===== src/rtl/alu_arbiter.sv =====
// Two-requester front end for a single shared ALU: same-cycle arbitration,
// an operand register stage and a per-requester registered result stage.

module alu #(
    parameter int WIDTH = 32
) (
    input  logic [3:0]       alu_cntr,
    input  logic [WIDTH-1:0] a,
    input  logic [WIDTH-1:0] b,
    output logic [WIDTH-1:0] result,
    output logic             z,
    output logic             o_flag
);

    localparam logic [3:0] OP_AND = 4'b0000;
    localparam logic [3:0] OP_OR  = 4'b0001;
    localparam logic [3:0] OP_ADD = 4'b0010;
    localparam logic [3:0] OP_XOR = 4'b0011;
    localparam logic [3:0] OP_SUB = 4'b0110;
    localparam logic [3:0] OP_SLT = 4'b0111;
    localparam logic [3:0] OP_NOR = 4'b1100;

    logic signed [WIDTH-1:0] a_s;
    logic signed [WIDTH-1:0] b_s;
    logic        [WIDTH-1:0] sum;
    logic        [WIDTH-1:0] diff;
    logic                    add_ov;
    logic                    sub_ov;
    logic                    lt;

    assign a_s    = $signed(a);
    assign b_s    = $signed(b);
    assign sum    = a + b;
    assign diff   = a - b;
    // Signed overflow: operand signs vs. result sign.
    assign add_ov = (a[WIDTH-1] == b[WIDTH-1]) && (sum[WIDTH-1] != a[WIDTH-1]);
    assign sub_ov = (a[WIDTH-1] != b[WIDTH-1]) && (diff[WIDTH-1] != a[WIDTH-1]);
    assign lt     = (a_s < b_s);

    always_comb begin
        result = '0;
        o_flag = 1'b0;
        case (alu_cntr)
            OP_AND: result = a & b;
            OP_OR:  result = a | b;
            OP_ADD: begin
                result = sum;
                o_flag = add_ov;
            end
            OP_XOR: result = a ^ b;
            OP_SUB: begin
                result = diff;
                o_flag = sub_ov;
            end
            OP_SLT: begin
                result = {{(WIDTH-1){1'b0}}, lt};
                o_flag = lt;
            end
            OP_NOR: result = ~(a | b);
            default: begin
                result = '0;
                o_flag = 1'b0;
            end
        endcase
    end

    assign z = (result == '0);

endmodule

module alu_arbiter #(
    parameter int WIDTH      = 32,
    parameter int FIXED_PRIO = 0
) (
    input  logic             clk,
    input  logic             rst_n,
    input  logic             req0_valid,
    output logic             req0_ready,
    input  logic [3:0]       req0_cntr,
    input  logic [WIDTH-1:0] req0_a,
    input  logic [WIDTH-1:0] req0_b,
    output logic             resp0_valid,
    output logic [WIDTH-1:0] resp0_result,
    output logic             resp0_z,
    output logic             resp0_ov,
    input  logic             req1_valid,
    output logic             req1_ready,
    input  logic [3:0]       req1_cntr,
    input  logic [WIDTH-1:0] req1_a,
    input  logic [WIDTH-1:0] req1_b,
    output logic             resp1_valid,
    output logic [WIDTH-1:0] resp1_result,
    output logic             resp1_z,
    output logic             resp1_ov,
    output logic             busy
);

    localparam logic PRIO0 = (FIXED_PRIO != 0);

    logic             last_grant;
    logic             grant0;
    logic             grant1;

    logic             vld_p1;
    logic             owner_p1;
    logic [3:0]       cntr_p1;
    logic [WIDTH-1:0] a_p1;
    logic [WIDTH-1:0] b_p1;

    logic [WIDTH-1:0] alu_result;
    logic             alu_z;
    logic             alu_ov;

    // Requester 0 yields a conflict only under round-robin when it won last.
    always_comb begin
        grant0 = 1'b0;
        grant1 = 1'b0;
        if (rst_n) begin
            grant0 = req0_valid && (!req1_valid || PRIO0 || last_grant);
            grant1 = req1_valid && !grant0;
        end
    end

    assign req0_ready = grant0;
    assign req1_ready = grant1;

    always_ff @(posedge clk) begin
        if (!rst_n) begin
            last_grant <= 1'b1;
        end else if (grant0) begin
            last_grant <= 1'b0;
        end else if (grant1) begin
            last_grant <= 1'b1;
        end
    end

    // Stage p1: operand register
    always_ff @(posedge clk) begin
        if (!rst_n) begin
            vld_p1   <= 1'b0;
            owner_p1 <= 1'b0;
        end else begin
            vld_p1   <= grant0 | grant1;
            owner_p1 <= grant1;
        end
    end

    always_ff @(posedge clk) begin
        if (grant0) begin
            cntr_p1 <= req0_cntr;
            a_p1    <= req0_a;
            b_p1    <= req0_b;
        end else if (grant1) begin
            cntr_p1 <= req1_cntr;
            a_p1    <= req1_a;
            b_p1    <= req1_b;
        end
    end

    alu #(
        .WIDTH(WIDTH)
    ) u_alu (
        .alu_cntr(cntr_p1),
        .a       (a_p1),
        .b       (b_p1),
        .result  (alu_result),
        .z       (alu_z),
        .o_flag  (alu_ov)
    );

    // Stage p2: per-requester result registers; data holds when not owner
    always_ff @(posedge clk) begin
        if (!rst_n) begin
            resp0_valid  <= 1'b0;
            resp0_result <= '0;
            resp0_z      <= 1'b0;
            resp0_ov     <= 1'b0;
        end else begin
            resp0_valid <= vld_p1 && !owner_p1;
            if (vld_p1 && !owner_p1) begin
                resp0_result <= alu_result;
                resp0_z      <= alu_z;
                resp0_ov     <= alu_ov;
            end
        end
    end

    always_ff @(posedge clk) begin
        if (!rst_n) begin
            resp1_valid  <= 1'b0;
            resp1_result <= '0;
            resp1_z      <= 1'b0;
            resp1_ov     <= 1'b0;
        end else begin
            resp1_valid <= vld_p1 && owner_p1;
            if (vld_p1 && owner_p1) begin
                resp1_result <= alu_result;
                resp1_z      <= alu_z;
                resp1_ov     <= alu_ov;
            end
        end
    end

    assign busy = vld_p1 | resp0_valid | resp1_valid;

endmodule


===== config.mk =====
export PLATFORM = sky130hd
export DESIGN_NAME = alu_arbiter
export DESIGN_NICKNAME = d
export VERILOG_FILES = /design/src/rtl/alu_arbiter.sv
export SDC_FILE = /design/constraint.sdc
export NUM_CORES = 1
export LEC_CHECK = 0
export CORE_UTILIZATION = 55
export DETAILED_ROUTE_END_ITERATION = 10
export PLACE_DENSITY = 0.8
export SYNTH_ARGS = -nofsm -noshare
export SYNTH_HDL_FRONTEND = slang
export SYNTH_HIERARCHICAL = 1
export SYNTH_SLANG_ARGS = --single-unit

===== constraint.sdc =====
create_clock -name clk -period 6.5 [get_ports clk]
set_input_delay 1.625 -clock clk [delete_from_list [all_inputs] [get_ports clk]]
set_output_delay 1.625 -clock clk [all_outputs]
set_load 0.01 [all_outputs]

* Word-level counts from Yosys, hierarchy flattened *
Cells that the tools add are included.

storage, ports and cells
  input bits = 140
  register bits after elaboration = 141

cells by class
  bitwise logic cells = 7
  reductions and logical operators = 13
  order comparisons = 1
  muxes and demuxes = 12
  equality and inequality tests = 10
  add/subtract/negate cells = 2

operator list
  kind                  number
  $pmux W32 S7          1
  $mux W32              4
  $add A32 B32 Y32      1
  $and A32 B32 Y32      1
  $logic_not A32 Y1     1
  $lt A32 B32 Y1        1
  $not A32 Y32          1
  $or A32 B32 Y32       1
  $sub A32 B32 Y32      1
  $xor A32 B32 Y32      1
  $eq A4 B2 Y1 const B  2
  $eq A4 B3 Y1 const B  2
  $mux W4               2
  $logic_and A1 B1 Y1   6
  $eq A4 B1 Y1 const B  1
  $eq A4 B4 Y1 const B  1
  $logic_not A4 Y1      1
  $mux W1               4
  $logic_not A1 Y1      3
  $ne A1 B1 Y1          3
  $or A1 B1 Y1          3
  $pmux W1 S3           1
  $reduce_bool A2 Y1    1
  $eq A1 B1 Y1          1
  $logic_or A1 B1 Y1    1

* Depth between registers and ports, before layout *
Gate-level depths: netlist (run 1).

  depth in word-level cells = 8
  gate-level depth with buffers = 17
  depth with buffers taken out = 16

* By module *
Netlist (run 1), hierarchy kept.

by module, submodules not included
  module       cells an instance  area an instance (um^2)  times used
  alu          873                5824.3                   1
  alu_arbiter  461                5562.8                   1

* Least setup slack after synthesis (run 1) *
OpenSTA, ideal clock, no wires.

  kind = input-to-reg
  from = in rst_n
  to = reg a_p1[0] (enable)
  library setup time = 431 ps
  cell stages on the path = 2
  slack = 2615 ps
  data arrival time = 3454 ps
  cells stage by stage = clkbuf_1 -> o21a_1

on the way
  cells in the longest elaborated chain, start to end = 2

ends and longest elaborated chain
  element                                  line  RTL
  start: declaration                       76    input logic rst_n,
  $mux W1                                  118   if (rst_n) begin
  $reduce_bool A2 Y1 (no source line) (*)  n/a
  end signal: assignment                   151   a_p1 <= req0_a;
  end signal: assignment                   155   a_p1 <= req1_a;
  end: declaration                         107   logic [WIDTH-1:0] a_p1;

Every way passes the cells marked *; elsewhere a longest branch is shown, timed or not.
A chain may end at the register's enable or synchronous reset.

* Final worst setup path (run 1) *
  from = in req1_valid
  to = out req0_ready

on the way
  cells in the longest elaborated chain, start to end = 4

ends and longest elaborated chain
  element              line  RTL
  start: declaration   86    input logic req1_valid,
  $logic_not A1 Y1     119   grant0 = req0_valid && (!req1_valid || PRIO0 || last_grant);
  $logic_or A1 B1 Y1   119
  $logic_and A1 B1 Y1  119
  $mux W1              118
  end: declaration     78    output logic req0_ready,

Every way passes these cells.

==> metrics.md, run 1 <==
| Metric | Value |
|---|---|
| Total GRT Usage | 33.08% |
| Final GP Congestion | 0.9916 |
| Period minus WS final | between 4 and 5 ns |
| Crit-path cells | clkdlybuf4s50_1, inv_2, o211ai_4, inv_1, clkdlybuf4s50_1 |
| Outcome | finished clean |
| Worst EP arrival | 2.98 ns |
| Post-CTS Resized | 0 |
| Slew headroom | 15.68% |
| Clock root cell | clkbuf_16 |
| Post-synth ARST share | 0% |
| Pwr dens | 200.7 nW/um^2 |
| Seq pwr share | 36.2% |
| Compound-cell area share of the yosys netlist | 26.00% |
| Post-synthesis mux area share | 7.538% |
| CP delay by family, top | buffers and inverters |
| Leak pwr | between 5 and 6 nW |
| Drt total wl | 35540 um |
| Register bit total from synthesis | 141 |
| Initial Util | 56.28% |
| Remaining DRCs | 0 |
| Avg WL per Cell | 19.86 um |
| Row count | 52 |
| Slowest stage cell, crit path | clkdlybuf4s50_1 |
| DRT iter0 DRCs | 1252 |
| Vias in the first global route | around 10000 |
| Final cell count without fillers | between 1500 and 2000 |
| Syn Area/Cell | ~8.5 sq um |
| GR Overflow Total | 0 |
| Setup TNS | 0 ns |
| Commonest cells after routing, fill and taps aside | clkdlybuf4s50_1, nand2_1, ha_1, inv_1, a21oi_1 |
| Max Clock Skew | 0.01241 ns |
| Fill cells | 1621 |
| Mapped Cells | 1334 |
| Area Overhead vs Synth | 24.56% |
| Adder-Cell Fraction of Synth Area | 11.56% |
| Worst path bufs/invs | 4 |
| Post-Synth XOR/XNOR Area | 0.7691% |
| Synth warn | 6 |
| First-pass GRT wire length | 55390 um |
| Initial antenna violation count | 0 |
| WS Path Type | primary input to primary output |
| DR vias/cell | between 6 and 7 |
| Slowest stage delay, CP | about 0.56 ns |
| Core Box Area | 20230 sq um |
| RSZ-0062 raised after global routing | no |
| # port buffers | 212 |
| Drt pass-1 iters | 6 |
| Clk pwr share | approximately 33% |
| Net Sw Power | 0.9937 mW |
| Number of synthesized flops with an enable pin | 68 |
| Comb pwr share | between 30% and 40% |
| Largest family of logic cells by synthesized area | compound AO/OA/AOI/OAI gates |
| Switching portion of total power | 34.91% |
| Max Cap Violations | 0 |
| Hold_buf cts | 0 |
| # IOs | 213 |
| Max Freq | 217.0 MHz |
| Total CTS buffers | 17 |
| Dpl ws | 1.874 ns |
| Cell variety after synth | 95 |
| Dpl cells | 1758 |
| Share of cells above drive strength 1 | a little over a tenth |
| Clk pin slew, worst setup/hold paths | 0.06 ns |
| Final worst slack | 1.891 ns |
| P_int | 1.852 mW |
| Hold crit path type | flip-flop to flip-flop |
| Crit share post-route | between 70% and 80% |
| Total Nets Final | 1751 |
| Top FF cell, synth | dfxtp_1 |
| Deepest clock path buffer count | 2 |
| Setup crit end kind | primary output |
| Crit path top cell by count | clkdlybuf4s50_1 |
| Post-CTS Setup Bufs | 0 |
| Dpl hpwl | between 20000 and 30000 um |
| Diode count | 0 |
| Startpoint Class | primary input |
| CTS Sinks | 141 |
| Post-Synthesis Cell Area | approximately 11000 sq um |
| Die ar. | approximately 21000 sq um |
| DR vias | 11120 |
| Fin. Hold Viols | 0 |
| WP data required | 4.88 ns |
| Slew of the pin with the lowest slew margin | between 1 and 1.5 ns |
| Worst-skew pair later-pin latency | 0.43 ns |
| Final Setup Violations | 0 |
| CTS tree | yes |
| Htree depth | 4 |
| Pin count of the biggest net entering global routing | 77 |
| Die Wd | 145.9 um |
| Max VDD drop | 0.0001686 V |
| Slew Viols, Final | 0 |
| Routed Antenna Nets | 0 |
| Syn_nets | roughly 1600 |
| Die height | 145.9 um |
| Most common cell after layout, fill and taps aside | clkdlybuf4s50_1 |
| Worst Path Max Fanout | 6 |
| Synth Area in Simple Gates | 16.87% |
| Seq/Total Area, Yosys | 30.77% |
worst reg2reg max path: stages (launching register included):
cell,delay (ns)
edfxtp_1,0.39
ha_1,0.23
inv_1,0.09
fa_1,0.41
nand3b_1,0.21
a211oi_2,0.26
nor2_1,0.20
o41ai_2,0.67
a21o_1,0.25
a21oi_1,0.09
mux2_2,0.23
o221ai_1,0.23
nor4b_1,0.44
nand4b_1,0.19
nor4_2,0.22
nand2_1,0.09
a21boi_0,0.18
power by group through the flow:
stage | Combinational, mW | Sequential [mW] | Clock [mW]
2_1_floorplan | 0.546 | 1.04 | 0
3_3_place_gp | 0.827 | 1.05 | 0
3_5_place_dp | 0.838 | 1.05 | 0
4_1_cts | 0.844 | 1.03 | 0.951
5_1_grt | 0.935 | 1.04 | 0.990
6_report | 0.869 | 1.03 | 0.947
through the flow:
step	utilization (%)	instance area (sq um)	hold WS, ns	power, mW
5_1_grt	70.10	14180	0.4854	2.960
6_report	70.10	14180	0.4641	2.846
3_3_place_gp	67.36	13630	0.4502	1.872
2_1_floorplan	-	11390	0.4363	1.587
3_5_place_dp	67.36	13630	0.4591	1.887
4_1_cts	70.10	14180	0.4679	2.824
layer usage:
| layer | up-vias | global-route usage (%) | wire [um] | share of wire [%] |
|---|---|---|---|---|
| li1 | 5183 | - | - | - |
| met1 | 5167 | 45.60 | 15520 | 44 |
| met2 | 687 | 50.07 | 15310 | 43 |
| met3 | 78 | 8.683 | 3800 | 11 |
| met4 | 0 | 11.11 | 907 | 2.6 |
| met5 | - | 0 | 0 | 0 |
Yosys cell counts (14+ instances only):
cell,number,area [sq um]
o31ai_1,19,142.6
clkbuf_1,41,153.9
ha_1,102,1276
nand3_1,20,100.1
a21boi_0,72,540.5
o21ai_0,39,195.2
inv_1,92,345.3
a21o_1,16,120.1
mux2_2,61,686.9
buf_2,25,125.1
edfxtp_1,68,2042
a21oi_1,86,430.4
nand2_1,200,750.7
dfxtp_1,73,1461
nor3_1,25,125.1
nor2_1,82,307.8
a221o_1,14,140.1
logic make-up (layout without fill, tap and decap cells):
family / after synthesis / after routing
AOI/OAI and AO/OA: 410 / 410
xor gates and xnor gates: 10 / 10
adders and majority gates: 104 / 104
buffers and inverters: 177 / 363
DFF: 141 / 141
muxes: 77 / 77
and+or+nand+nor: 415 / 415
state kept, by name (all words and copies together), names as in the netlist:
signal / count
a_p1: 32
b_p1: 32
cntr_p1: 4
last_grant: 1
owner_p1: 1
resp0_ov: 1
resp0_result: 32
resp0_valid: 1
resp0_z: 1
resp1_ov: 1
resp1_result: 32
resp1_valid: 1
resp1_z: 1
vld_p1: 1
final cells by class:
type	instances	area [sq um]	share of cell area [%]
tap	270	337.8	2.382
timing repair buffer	231	2260	15.93
inverter	100	375.4	2.646
clock buffer	17	425.4	2.999
multi-input combinational	1016	7154	50.44
sequential	141	3503	24.70
clock inverter	15	127.6	0.8998
path summary, 6_finish.rpt:
| kind | startpoint | end | slack [ns] | depth (start not counted) |
|---|---|---|---|---|
| worst min-delay path | resp1_result[1]$_SDFFE_PN0P_ | resp1_result[1]$_SDFFE_PN0P_ | 0.46 | 2 |
| worst max register to register | b_p1[0]$_DFFE_PP_ | resp0_z$_SDFFE_PN0P_ | 2.05 | 16 |
| worst max-delay path | req1_valid | req0_ready | 1.89 | 5 |
| worst min register to register | resp1_result[1]$_SDFFE_PN0P_ | resp1_result[1]$_SDFFE_PN0P_ | 0.46 | 2 |
Power figures use the tool's default switching activity.
==> run 2: changes to the inputs <==
--- a/config.mk
+++ b/config.mk
@@ -5,9 +5,9 @@
 export SDC_FILE = /design/constraint.sdc
 export NUM_CORES = 1
 export LEC_CHECK = 0
-export CORE_UTILIZATION = 55
+export CORE_UTILIZATION = 49
 export DETAILED_ROUTE_END_ITERATION = 10
-export PLACE_DENSITY = 0.8
+export PLACE_DENSITY = 0.75
 export SYNTH_ARGS = -nofsm -noshare
 export SYNTH_HDL_FRONTEND = slang
 export SYNTH_HIERARCHICAL = 1
==> constraint.sdc (replaced) <==
create_clock -name clk -period 4.2 [get_ports clk]
set_input_delay 1.05 -clock clk [delete_from_list [all_inputs] [get_ports clk]]
set_output_delay 1.05 -clock clk [all_outputs]
set_load 0.01 [all_outputs]
==> metrics.md, run 2 (synthesis results as in run 1) <==
| Metric | Value |
|---|---|
| Fin. Hold Viols | 0 (unchanged) |
| Slew of the pin with the lowest slew margin | 1.153 ns (-0.1123 ns) |
| Worst-skew pair later-pin latency | 0.43 ns (about the same) |
| Total CTS buffers | 17 (unchanged) |
| DR vias | 11410 (+2.6%) |
| RSZ-0062 raised after global routing | yes |
| Area Overhead vs Synth | 32.80% |
| Drt pass-1 iters | 6 (unchanged) |
| Htree depth | 4 (unchanged) |
| Clk pin slew, worst setup/hold paths | 0.07 ns (about the same) |
| Worst EP arrival | 4.59 ns (+1.61 ns) |
| Total GRT Usage | 33.21% (+0.13 points) |
| Die height | 154.4 um (+5.9%) |
| Worst Path Max Fanout | 3 (-3) |
| DRT iter0 DRCs | 1097 (-12%) |
| Most common cell after layout, fill and taps aside | clkdlybuf4s50_1 |
| Total Nets Final | 1838 (+5.0%) |
| Deepest clock path buffer count | 2 (unchanged) |
| Drt total wl | 39580 um (+11%) |
| Final GP Congestion | 1.010 (+1.9%) |
| # port buffers | 212 (unchanged) |
| Vias in the first global route | 10890 (+4.6%) |
| Comb pwr share | 33.1% (+2.6 points) |
| # IOs | 213 (unchanged) |
| Diode count | 0 (unchanged) |
| CTS tree | yes |
| First-pass GRT wire length | 61040 um (+10%) |
| GR Overflow Total | 0 (unchanged) |
| Hold crit path type | flip-flop to flip-flop |
| Net Sw Power | 1.630 mW (+64%) |
| Clk pwr share | 32.9% (-0.4 points) |
| Max Clock Skew | 0.01667 ns (+0.004262 ns) |
| Seq pwr share | 34.0% (-2.2 points) |
| Hold_buf cts | 0 (unchanged) |
| Worst R2R Start | b_p1[0]$_DFFE_PP_ |
| Die ar. | 23850 sq um (+12%) |
| Slew Viols, Final | 0 (unchanged) |
| P_int | 3.037 mW (+64%) |
| Die Wd | 154.4 um (+5.9%) |
| Remaining DRCs | 0 (unchanged) |
| Row count | 55 (+5.8%) |
| Initial antenna violation count | 0 (unchanged) |
| Period minus WS final | about 4.2 ns |
| Pin count of the biggest net entering global routing | 69 (-10%) |
| DR vias/cell | 6.029 (-2.9%) |
| Fin Hold WS | 0.4610 ns (-0.003154 ns) |
| Avg WL per Cell | 20.92 um (+5.3%) |
| Core Box Area | 22710 sq um (+12%) |
| Fill cells | 1883 (+16%) |
| Slew headroom | 22.98% (+7.3 points) |
| CTS Sinks | 141 (unchanged) |
| Dpl hpwl | 30740 um (+15%) |
| Failing checks | setup timing |
| Startpoint Class | flip-flop |
| Outcome | finished with violations |
| Final worst slack | -0.02563 ns (-1.917 ns) |
| Switching portion of total power | 34.93% (about the same) |
| Setup crit end kind | flip-flop |
| Max Cap Violations | 0 (unchanged) |
| Commonest cells after routing, fill and taps aside | clkdlybuf4s50_1, nand2_1, buf_4, ha_1, inv_1 |
| Power consumption | 4.667 mW (+64%) |
| Clock root cell | clkbuf_16 |
| Worst Hold End | resp1_result[7]$_SDFFE_PN0P_ |
| Leak pwr | 6.071 nW (+8.8%) |
| Final Setup Violations | 1 (+1) |
| Reg2reg end | resp0_z$_SDFFE_PN0P_ |
| Max VDD drop | 0.0002247 V (+33%) |
| Max Freq | between 200 and 250 MHz |
| Pwr dens | 308.6 nW/um^2 (+54%) |
| Reg2Reg Depth | 15 (-1) |
| Initial Util | 50.14% (-6.1 points) |
| Hold Crit Start | resp1_result[7]$_SDFFE_PN0P_ |
| Share of cells above drive strength 1 | 17.17% (+6.6 points) |
| WS Path Type | flip-flop to flip-flop |
| Internal reg-to-reg setup slack | -0.03 ns (-2.08 ns) |
| WP data required | 4.56 ns (-0.32 ns) |
| Crit share post-route | 100.6% |
| Routed Antenna Nets | 0 (unchanged) |
| Hold Path Depth | 2 (unchanged) |
==> run 2: changes by cell type in the layout (fill, tap and decap cells not counted), sizes merged <==
cell,before,now
buf,20,107
clkbuf,17,19
clkinvlp,2,1
clkinv,3,2
==> run 2: layout make-up <==
cell class / count / area, sq um / area share, %
multi-input cells: 1016 / 7342 / 48.55
flip-flops and latches: 141 / 3503 / 23.17
clock inverters: 13 / 117.6 / 0.7778
repair buffers: 318 / 2963 / 19.59
clock buffers: 19 / 464.2 / 3.070
inverters: 100 / 375.4 / 2.482
well taps: 285 / 356.6 / 2.358
==> run 2: what timing repair did <==
action / 4_1_cts / 5_1_grt
buffers inserted: 0 / 11
setup endpoints to repair: 0 / 6
resized for setup: 0 / 47
==> run 2: power by group through the flow <==
stage | clock network [mW] | logic, mW | registers, mW
floorplan | 0 | 0.845 | 1.61
global placement | 0 | 1.43 | 1.61
detailed placement | 0 | 1.44 | 1.62
CTS | 1.55 | 1.45 | 1.59
global route | 1.62 | 1.66 | 1.59
finish | 1.54 | 1.55 | 1.58
==> run 2: worst max-delay path by stage <==
stage	startpoint	end	cells past startpoint
6_report	b_p1[0]$_DFFE_PP_	resp0_z$_SDFFE_PN0P_	15
5_1_grt	b_p1[0]$_DFFE_PP_	resp0_z$_SDFFE_PN0P_	15
4_1_cts	a_p1[14]$_DFFE_PP_	resp0_z$_SDFFE_PN0P_	15
3_5_place_dp	a_p1[14]$_DFFE_PP_	resp0_z$_SDFFE_PN0P_	15
3_3_place_gp	a_p1[14]$_DFFE_PP_	resp0_z$_SDFFE_PN0P_	15
2_1_floorplan	b_p1[0]$_DFFE_PP_	resp0_z$_SDFFE_PN0P_	15
==> run 2: metrics by stage <==
stage                     setup WS, ns  std cells  cell area, sq um  TNS [ns]  utilization, %
after floorplan                 0.6390       1334             11390         0               -
after global routing          -0.09551       1892             15120   -0.1491           66.59
final                         -0.02563       1892             15120  -0.02563           66.59
after CTS                      0.05842       1881             14850         0           65.40
after detailed placement        0.1009       1849             14270         0           62.84
after global placement          0.2199       1849             14270         0           62.84
==> run 2: critical path, stage by stage, from the launching register on <==
cell and delay, ns:
edfxtp_1 0.42, ha_2 0.23, fa_2 0.39, o21ba_4 0.22
or4_4 0.63, nand2_4 0.11, mux2i_1 0.07, a211o_1 0.25
or4_4 0.50, nor3_2 0.17, nand4bb_1 0.15, nor4_1 0.27
nand4b_1 0.15, nor4_2 0.34, nand2_1 0.09, a21boi_1 0.17
==> run 2: layer usage <==
metal | track usage, % | vias to the layer above | routed length [um]
met5 | 0 | - | 0
met4 | 9.241 | 0 | 881
met3 | 7.397 | 85 | 3548
met2 | 50.14 | 598 | 17080
met1 | 47.39 | 5375 | 18070
li1 | - | 5348 | -
==> run 3: changes to the inputs <==
--- a/config.mk
+++ b/config.mk
@@ -5,9 +5,9 @@
 export SDC_FILE = /design/constraint.sdc
 export NUM_CORES = 1
 export LEC_CHECK = 0
-export CORE_UTILIZATION = 49
+export CORE_UTILIZATION = 46
 export DETAILED_ROUTE_END_ITERATION = 10
-export PLACE_DENSITY = 0.75
+export PLACE_DENSITY = 0.71
 export SYNTH_ARGS = -nofsm -noshare
 export SYNTH_HDL_FRONTEND = slang
 export SYNTH_HIERARCHICAL = 1
==> metrics.md, run 3 (synthesis results as in run 1) <==
| Metric | Value |
|---|---|
| DRT iter0 DRCs | 1133 (+3.3%) |
| DR vias/cell | 5.885 (-2.4%) |
| Worst EP arrival | 4.39 ns (-0.20 ns) |
| Total CTS buffers | 17 (unchanged) |
| Startpoint Class | flip-flop |
| Die height | 159.3 um (+3.2%) |
| Routed Antenna Nets | 0 (unchanged) |
| Fin. Hold Viols | 0 (unchanged) |
| Outcome | finished clean |
| Power consumption | 4.594 mW (-1.6%) |
| Slew headroom | 31.74% (+8.8 points) |
| Max Clock Skew | 0.01271 ns (-0.003961 ns) |
| Setup crit end kind | flip-flop |
| Worst Path Max Fanout | 3 (unchanged) |
| Most common cell after layout, fill and taps aside | clkdlybuf4s50_1 |
| Total Nets Final | 1813 (-1.4%) |
| Max Freq | 247.8 MHz (+4.7%) |
| Final worst slack | 0.1653 ns (+0.1909 ns) |
| Dpl ws | 0.1542 ns (+0.05333 ns) |
| Area Overhead vs Synth | 30.44% |
| Area of the multi-input gates | 7249 sq um (-1.3%) |
| DR vias | 11220 (-1.7%) |
| Max VDD drop | 0.0002249 V (about the same) |
| CTS tree | yes |
| Die Wd | 159.3 um (+3.2%) |
| Fill cells | 2151 (+14%) |
| Final GP Congestion | 1.008 (-0.26%) |
| Diode count | 0 (unchanged) |
| Slowest stage delay, CP | 0.42 ns (-0.21 ns) |
| # IOs | 213 (unchanged) |
| Dpl hpwl | 29310 um (-4.6%) |
| Vias in the first global route | 10330 (-5.1%) |
| Deepest clock path buffer count | 2 (unchanged) |
| Drt pass-1 iters | 7 (+1) |
| Total GRT Usage | 29.69% (-3.5 points) |
| Die ar. | 25390 sq um (+6.4%) |
| Placed Area | 14160 sq um (-0.76%) |
| Pwr dens | 309.3 nW/um^2 (+0.22%) |
| Clock root cell | clkbuf_16 |
| Initial antenna violation count | 0 (unchanged) |
| Leak pwr | 5.920 nW (-2.5%) |
| Slowest stage cell, crit path | or3b_4 |
| Final Setup Violations | 0 (-1) |
| Row count | 57 (+3.6%) |
| Sequential cell area | 3503 sq um (unchanged) |
| # port buffers | 212 (unchanged) |
| First-pass GRT wire length | 58750 um (-3.8%) |
| Initial Util | 46.82% (-3.3 points) |
| WS Path Type | flip-flop to flip-flop |
| Slew Viols, Final | 0 (unchanged) |
| Avg WL per Cell | 19.96 um (-4.6%) |
| Post-layout instance area | 14850 sq um (-1.8%) |
| Commonest cells after routing, fill and taps aside | clkdlybuf4s50_1, nand2_1, ha_1, inv_1, a21oi_1 |
| Core Box Area | 24320 sq um (+7.1%) |
| Worst-skew pair later-pin latency | 0.43 ns (about the same) |
| Period minus WS final | 4.035 ns (-0.1909 ns) |
| WP data required | 4.55 ns (about the same) |
| Pin count of the biggest net entering global routing | 75 (+8.7%) |
| Share of cells above drive strength 1 | 15.11% (-2.1 points) |
| Htree depth | 4 (unchanged) |
| Crit-path cells | ha_1, inv_1, fa_1, nand3b_1, a211oi_2, o21ai_1, a21oi_2, or3b_4, nor3_2, mux2i_1, a211o_1, nor4b_2, nand4b_1, nor4_2, nand2_1, a21boi_0 |
| Drt total wl | 38050 um (-3.9%) |
| Post-layout util | 61.07% (-5.5 points) |
| Remaining DRCs | 0 (unchanged) |
| Slew of the pin with the lowest slew margin | 1.020 ns (-0.1324 ns) |
| Crit share post-route | 96.06% (-4.5 points) |
| Hold_buf cts | 0 (unchanged) |
| Hold crit path type | flip-flop to flip-flop |
| Max Cap Violations | 0 (unchanged) |
| Clk pin slew, worst setup/hold paths | 0.07 ns (about the same) |
| CTS Sinks | 141 (unchanged) |
| GR Overflow Total | 0 (unchanged) |
[run 3: area by class of cell]
type,count,share of cell area (%)
multi-input combinational,1016,48.81
sequential,141,23.59
timing repair buffer,293,18.43
clock buffer,19,3.125
tap,324,2.729
inverter,100,2.527
clock inverter,13,0.7918
[run 3: power by group]
part           internal (mW)  switching (mW)  total [mW]
sequential              1.53          0.0593        1.59
combinational          0.642           0.836        1.48
clock                  0.831           0.698        1.53
total                   3.00            1.59        4.59
[run 3: through the flow]
| stage | setup TNS (ns) | hold WS, ns | std cells |
|---|---|---|---|
| finish | 0 | 0.4631 | 1906 |
| global route | -0.06004 | 0.4831 | 1906 |
| CTS | 0 | 0.4673 | 1904 |
| detailed placement | 0 | 0.4579 | 1872 |
| global placement | 0 | 0.4518 | 1872 |
| floorplan | 0 | 0.4363 | 1334 |
[run 3: per-layer routing]
metal  vias up  track usage, %  part of all wire, %
met5         -               0                    0
met1      5216           43.06                   45
met4         0           9.703                  2.7
li1       5305               -                    -
met2       624           43.98                   43
met3        72           5.835                  9.7
[run 3: timing repair]
| item | in CTS | in global routing |
|---|---|---|
| setup endpoints to repair | 0 | 4 |
| buffers inserted | 0 | 2 |
| resized for setup | 0 | 21 |
[run 3: final timing paths]
kind / slack [ns] / start / cells after the start / end
worst max-delay path: 0.17 / b_p1[0]$_DFFE_PP_ / 16 / resp0_z$_SDFFE_PN0P_
worst min-delay path: 0.46 / resp0_result[4]$_SDFFE_PN0P_ / 2 / resp0_result[4]$_SDFFE_PN0P_
worst max register to register: 0.17 / b_p1[0]$_DFFE_PP_ / 16 / resp0_z$_SDFFE_PN0P_
worst min register to register: 0.46 / resp0_result[4]$_SDFFE_PN0P_ / 2 / resp0_result[4]$_SDFFE_PN0P_
[run 3: worst max-delay path, delay by kind of cell, from the launching register on]
family,cells,cell delay (ns)
multiplexers,1,0.11
flip-flops,1,0.38
adder cells (fa/ha/maj),2,0.61
AO/OA/AOI/OAI,5,1.21
buffers and inverters,1,0.08
AND/OR/NAND/NOR,7,1.57
